<file path="config.mk">
export PLATFORM = sky130hd
export DESIGN_NAME = rv32i_fetch_ctrl
export DESIGN_NICKNAME = d
export VERILOG_FILES = /design/src/rtl/rv32i_fetch_ctrl.sv
export SDC_FILE = /design/constraint.sdc
export NUM_CORES = 1
export LEC_CHECK = 0
export BUFFER_PORTS_ARGS = -buffer_cell sky130_fd_sc_hd__buf_2
export CAP_MARGIN = 20
export CORE_MARGIN = 2
export CORE_UTILIZATION = 55
export CTS_CLUSTER_SIZE = 14
export DETAILED_ROUTE_END_ITERATION = 8
export PLACE_DENSITY = 0.79
export REMOVE_ABC_BUFFERS = 1
export SLEW_MARGIN = 20
export SYNTH_ARGS = -nofsm -noshare
export SYNTH_HDL_FRONTEND = slang
export SYNTH_SLANG_ARGS = --single-unit
</file>
<file path="constraint.sdc">
create_clock -name clk -period 3.4 [get_ports clk]
set_input_delay 0.68 -clock clk [delete_from_list [all_inputs] [get_ports clk]]
set_output_delay 0.68 -clock clk [all_outputs]
set_load 0.005 [all_outputs]
</file>
<file path="src/rtl/rv32i_fetch_ctrl.sv">
// Instruction-fetch controller: owns the PC, drives the instruction memory address and
// queues returned words with their PCs in a 2-entry prefetch buffer for decode.
module rv32i_fetch_ctrl #(
    parameter int               WIDTH    = 32,
    parameter logic [WIDTH-1:0] RESET_PC = '0
) (
    input  logic             clk,
    input  logic             rst,
    output logic [WIDTH-1:0] o_imem_addr,
    input  logic [WIDTH-1:0] i_imem_inst,
    output logic             o_if_valid,
    output logic [WIDTH-1:0] o_if_inst,
    output logic [WIDTH-1:0] o_if_pc,
    input  logic             i_id_ready,
    input  logic             i_redirect,
    input  logic [WIDTH-1:0] i_redirect_pc,
    input  logic             i_halt,
    output logic             o_halted,
    output logic             o_fault
);

    localparam logic [WIDTH-1:0] NOP = WIDTH'(32'h0000_0013);

    typedef enum logic [1:0] {
        RUN,
        HALT,
        FAULT
    } state_t;

    state_t           state;
    state_t           state_next;
    logic [WIDTH-1:0] pc;
    logic [1:0]       count;
    logic [WIDTH-1:0] buf_pc   [2];
    logic [WIDTH-1:0] buf_inst [2];
    logic             pop;
    logic             push;
    logic             take_redirect;
    logic             misaligned;

    // A fault locks the controller until reset, so redirects are only honoured outside FAULT.
    assign take_redirect = i_redirect && (state != FAULT);
    assign misaligned    = i_redirect_pc[1:0] != 2'b00;
    assign pop           = o_if_valid && i_id_ready;
    assign push          = (state == RUN) && !i_halt && !i_redirect && ((count != 2'd2) || pop);

    assign o_imem_addr = pc;
    assign o_if_valid  = count != 2'd0;
    assign o_if_inst   = o_if_valid ? buf_inst[0] : NOP;
    assign o_if_pc     = o_if_valid ? buf_pc[0] : '0;

    always_ff @(posedge clk or negedge rst) begin
        if (!rst) begin
            state <= RUN;
        end else begin
            state <= state_next;
        end
    end

    always_comb begin
        state_next = state;
        o_halted   = 1'b0;
        o_fault    = 1'b0;
        if (take_redirect) begin
            state_next = misaligned ? FAULT : RUN;
        end else if ((state == RUN) && i_halt) begin
            state_next = HALT;
        end
        o_halted = (state == HALT) && (count == 2'd0);
        o_fault  = (state == FAULT);
    end

    // Entry 0 is always the head; a pop shifts entry 1 down so the FIFO stays in order.
    always_ff @(posedge clk or negedge rst) begin
        if (!rst) begin
            pc          <= RESET_PC;
            count       <= 2'd0;
            buf_pc[0]   <= '0;
            buf_pc[1]   <= '0;
            buf_inst[0] <= '0;
            buf_inst[1] <= '0;
        end else if (take_redirect) begin
            pc    <= i_redirect_pc;
            count <= 2'd0;
        end else begin
            if (push) begin
                pc <= pc + WIDTH'(4);
            end
            case ({push, pop})
                2'b10: begin
                    buf_pc[count[0]]   <= pc;
                    buf_inst[count[0]] <= i_imem_inst;
                    count              <= count + 2'd1;
                end
                2'b01: begin
                    buf_pc[0]   <= buf_pc[1];
                    buf_inst[0] <= buf_inst[1];
                    count       <= count - 2'd1;
                end
                2'b11: begin
                    if (count == 2'd2) begin
                        buf_pc[0]   <= buf_pc[1];
                        buf_inst[0] <= buf_inst[1];
                        buf_pc[1]   <= pc;
                        buf_inst[1] <= i_imem_inst;
                    end else begin
                        buf_pc[0]   <= pc;
                        buf_inst[0] <= i_imem_inst;
                    end
                end
                default: ;
            endcase
        end
    end

endmodule

</file>
==> flow_summary.yaml <==
outcome:
  status: "complete, no violations"
timing:
  finalSetupTns_ns: 0
  finalMaxSlewViolations: 0
  fmax_mhz: 383.6
  tightest_slew_ns: 0.9731
  fin_crit_ns: 2.607
  slew_headroom_pct: 34.44
  setup_viol: 0
  hold_viol_final: 0
  final.setup_skew_ns: 0.01066
  period_share_pct: 76.67
  rsz0062_at_grt: "no"
clocking:
  post_cts_buffers: 0
  cts-hold-fix-buffers: 0
  clock_sinks: 164
  numCtsBuffers: 17
  cts_tree: "built"
  insertion_delay_ns: 0.43
  ctsHtreeMaxLevel: 4
  clkTransAtPathRegs_ns: 0.06
  cts-root-buf: "clkbuf_16"
  clock_path_buffers: 2
  cts_resized: 0
floorplanning:
  start_util_pct: 56.52
  die_area_um2: 15990
  ios: 168
  rows: 44
  core_area_um2: 14590
  die_h_um: 126.4
  dieWidth_um: 126.4
layout:
  stdcell_area_um2: 9926
  syn2layout_area_growth_pct: 20.38
  drive_gt1_share_pct: 32.18
  final_cell_mix: "buf_2, dfrtp_1, a21oi_1, mux2_2, and2_1"
  final_util_pct: 68.04
  finalNetCount: 1008
  final_common_cell: "buf_2"
drt:
  routed_wl_um: 21730
  drt_iter0_drc: 533
  wire_per_inst_um: 19.13
  drc: 0
  vias: 7084
  vias_per_cell: 6.236
  antenna_left: 0
  drt-pass1-iter-count: 5
yosys:
  yosys_warnings: 0
  synth-seq-cells: 164
  syn-mean-instance-area_um2: 10.13
  ys.flop_type: "dfrtp_1"
  yosysSeqAreaShare_pct: 49.77
  yosysUniqueCellTypes: 43
  syn_area_um2: 8245
  synth_edf_count: 0
  syn_inst: 814
  async_flop_share_pct: 100.0
global_routing:
  grt_pass1_wl_um: 34920
  grt-ovfl-total: 0
  grt_max_degree: 76
  grt_pass1_vias: 6817
  track_usage_pct: 27.09
  antenna_found_initial: 1
placement:
  place_area_um2: 9259
  place_congestion: 0.8307
  dpl.hpwl_um: 13650
  port_buffers: 167
worst_setup_path:
  crit_arrival_ns: 2.94
  cp-start-kind: "primary input"
  path_class: "primary input to register"
  worst_ep_required_time_ns: 3.73
  crit_buf_inv: 1
  path_max_fanout: 16
  worstPathCellList: "buf_2 -> or4_4 -> or4_1 -> or4_1 -> a31oi_1"
  crit_family: "simple AND/OR/NAND/NOR gates"
  cp_slowest_cell: "or4_1"
  crit_path_end_kind: "register"
  max_stage_delay_ns: 0.76
  cp_common_cell: "or4_1"
power:
  switchingPower_w: 0.0008996
  finalPower_w: 0.004338
  swShare_pct: 20.74
  power_density_nw_per_um2: 437.1
  vdd.ir_drop.worst_mv: 0.3172
  p_leak_nw: 4.709
  seqPwrFrac_pct: 46.4
  internal_power_w: 0.003439
  p_clk_share_pct: 49.9
  combPwrFrac_pct: 3.7
min_path:
  hp-class: "primary input to asynchronous set/reset pin"
job:
  cap_violations: 0
==> logic make-up after synthesis <==
group | count (synthesis) | synth area share, %
flip-flops | 164 | 49.77
multiplexers | 82 | 11.18
AO/OA/AOI/OAI | 265 | 19.64
adder cells (fa/ha/maj) | 1 | 0.1517
AND/OR/NAND/NOR | 209 | 14.57
XOR/XNOR | 4 | 0.4250
buffers and inverters | 89 | 4.264
==> stage by stage <==
step	instances	hold slack, ns	setup slack, ns
finish	1136	0.2561	0.7932
global route	1136	0.3299	0.7026
CTS	1135	0.3010	0.7975
detailed placement	1103	0.4961	0.4213
global placement	1103	0.4891	0.4608
floorplan	734	0.3844	-1.341
==> power groups by stage <==
| stage | combinational [W] | sequential [W] | clock [W] |
|---|---|---|---|
| 6_report | 0.000161 | 0.00201 | 0.00216 |
| 5_1_grt | 0.000182 | 0.00202 | 0.00226 |
| 4_1_cts | 0.000162 | 0.00201 | 0.00218 |
| 3_5_place_dp | 0.000161 | 0.00205 | 0 |
| 3_3_place_gp | 0.000156 | 0.00205 | 0 |
| 2_1_floorplan | 0.0000505 | 0.00204 | 0 |
==> worst reg2reg max path, stage by stage, from the launching register on <==
cell and delay, ns:
dfrtp_1 0.42, or4_4 0.57, or4_1 0.76, or4_1 0.54, a31oi_1 0.21
==> metal layers <==
metal | routed length (um) | global-route usage, %
met1 | 9454 | 37.00
met2 | 10340 | 43.44
met3 | 1374 | 5.356
met4 | 561 | 9.696
met5 | 0 | 0
==> layout make-up <==
| class | count | area (um^2) |
|---|---|---|
| Multi-Input combinational cell | 561 | 3839 |
| Sequential cell | 164 | 4104 |
| Inverter | 9 | 33.78 |
| Timing Repair Buffer | 185 | 1052 |
| Clock buffer | 20 | 436.7 |
| Antenna cell | 1 | 2.502 |
| Fill cell | 1177 | 4663 |
| Clock inverter | 12 | 227.7 |
| Tap cell | 184 | 230.2 |
==> worst paths after layout <==
path	from	slack (ns)	end	depth (start not counted)
max	i_redirect	0.79	o_imem_addr[26]	5
min	rst	0.26	buf_inst[36]	1
max reg2reg	state[1]	0.80	o_imem_addr[26]	4
min reg2reg	buf_pc[24]	0.51	buf_pc[24]	1
max in group asynchronous	rst	2.27	o_imem_addr[16]	2
min in group clk	i_redirect_pc[0]	0.45	o_imem_addr[0]	3
==> sequential cells by signal, indices dropped and copies added, names as in the netlist <==
register / count
state: 2
o_imem_addr: 32
count: 2
buf_pc: 64
buf_inst: 64
==> synthesized netlist by cell type, types with 2 or more instances <==
master / n / share of area [%]
dfrtp_1: 164 / 50
a21oi_1: 119 / 7.2
mux2_2: 81 / 11
clkbuf_1: 72 / 3.3
and2_1: 64 / 4.9
a22oi_1: 47 / 4.3
a31oi_1: 42 / 3.2
nand3_1: 28 / 1.7
nor2_1: 28 / 1.3
nand2_1: 25 / 1.1
or4_1: 22 / 2.0
a32oi_1: 17 / 1.8
o21ai_0: 17 / 1.0
o31ai_1: 17 / 1.5
inv_1: 9 / 0.41
nand4_1: 9 / 0.68
or3_1: 9 / 0.68
nand2b_1: 5 / 0.38
and4_1: 4 / 0.42
buf_1: 4 / 0.18
xnor2_1: 3 / 0.32
buf_2: 2 / 0.12
buf_6: 2 / 0.27
nand4b_1: 2 / 0.21
nor2b_1: 2 / 0.15
nor3_1: 2 / 0.12
or3b_2: 2 / 0.21
Note: power is estimated with default switching activity, not from simulation.
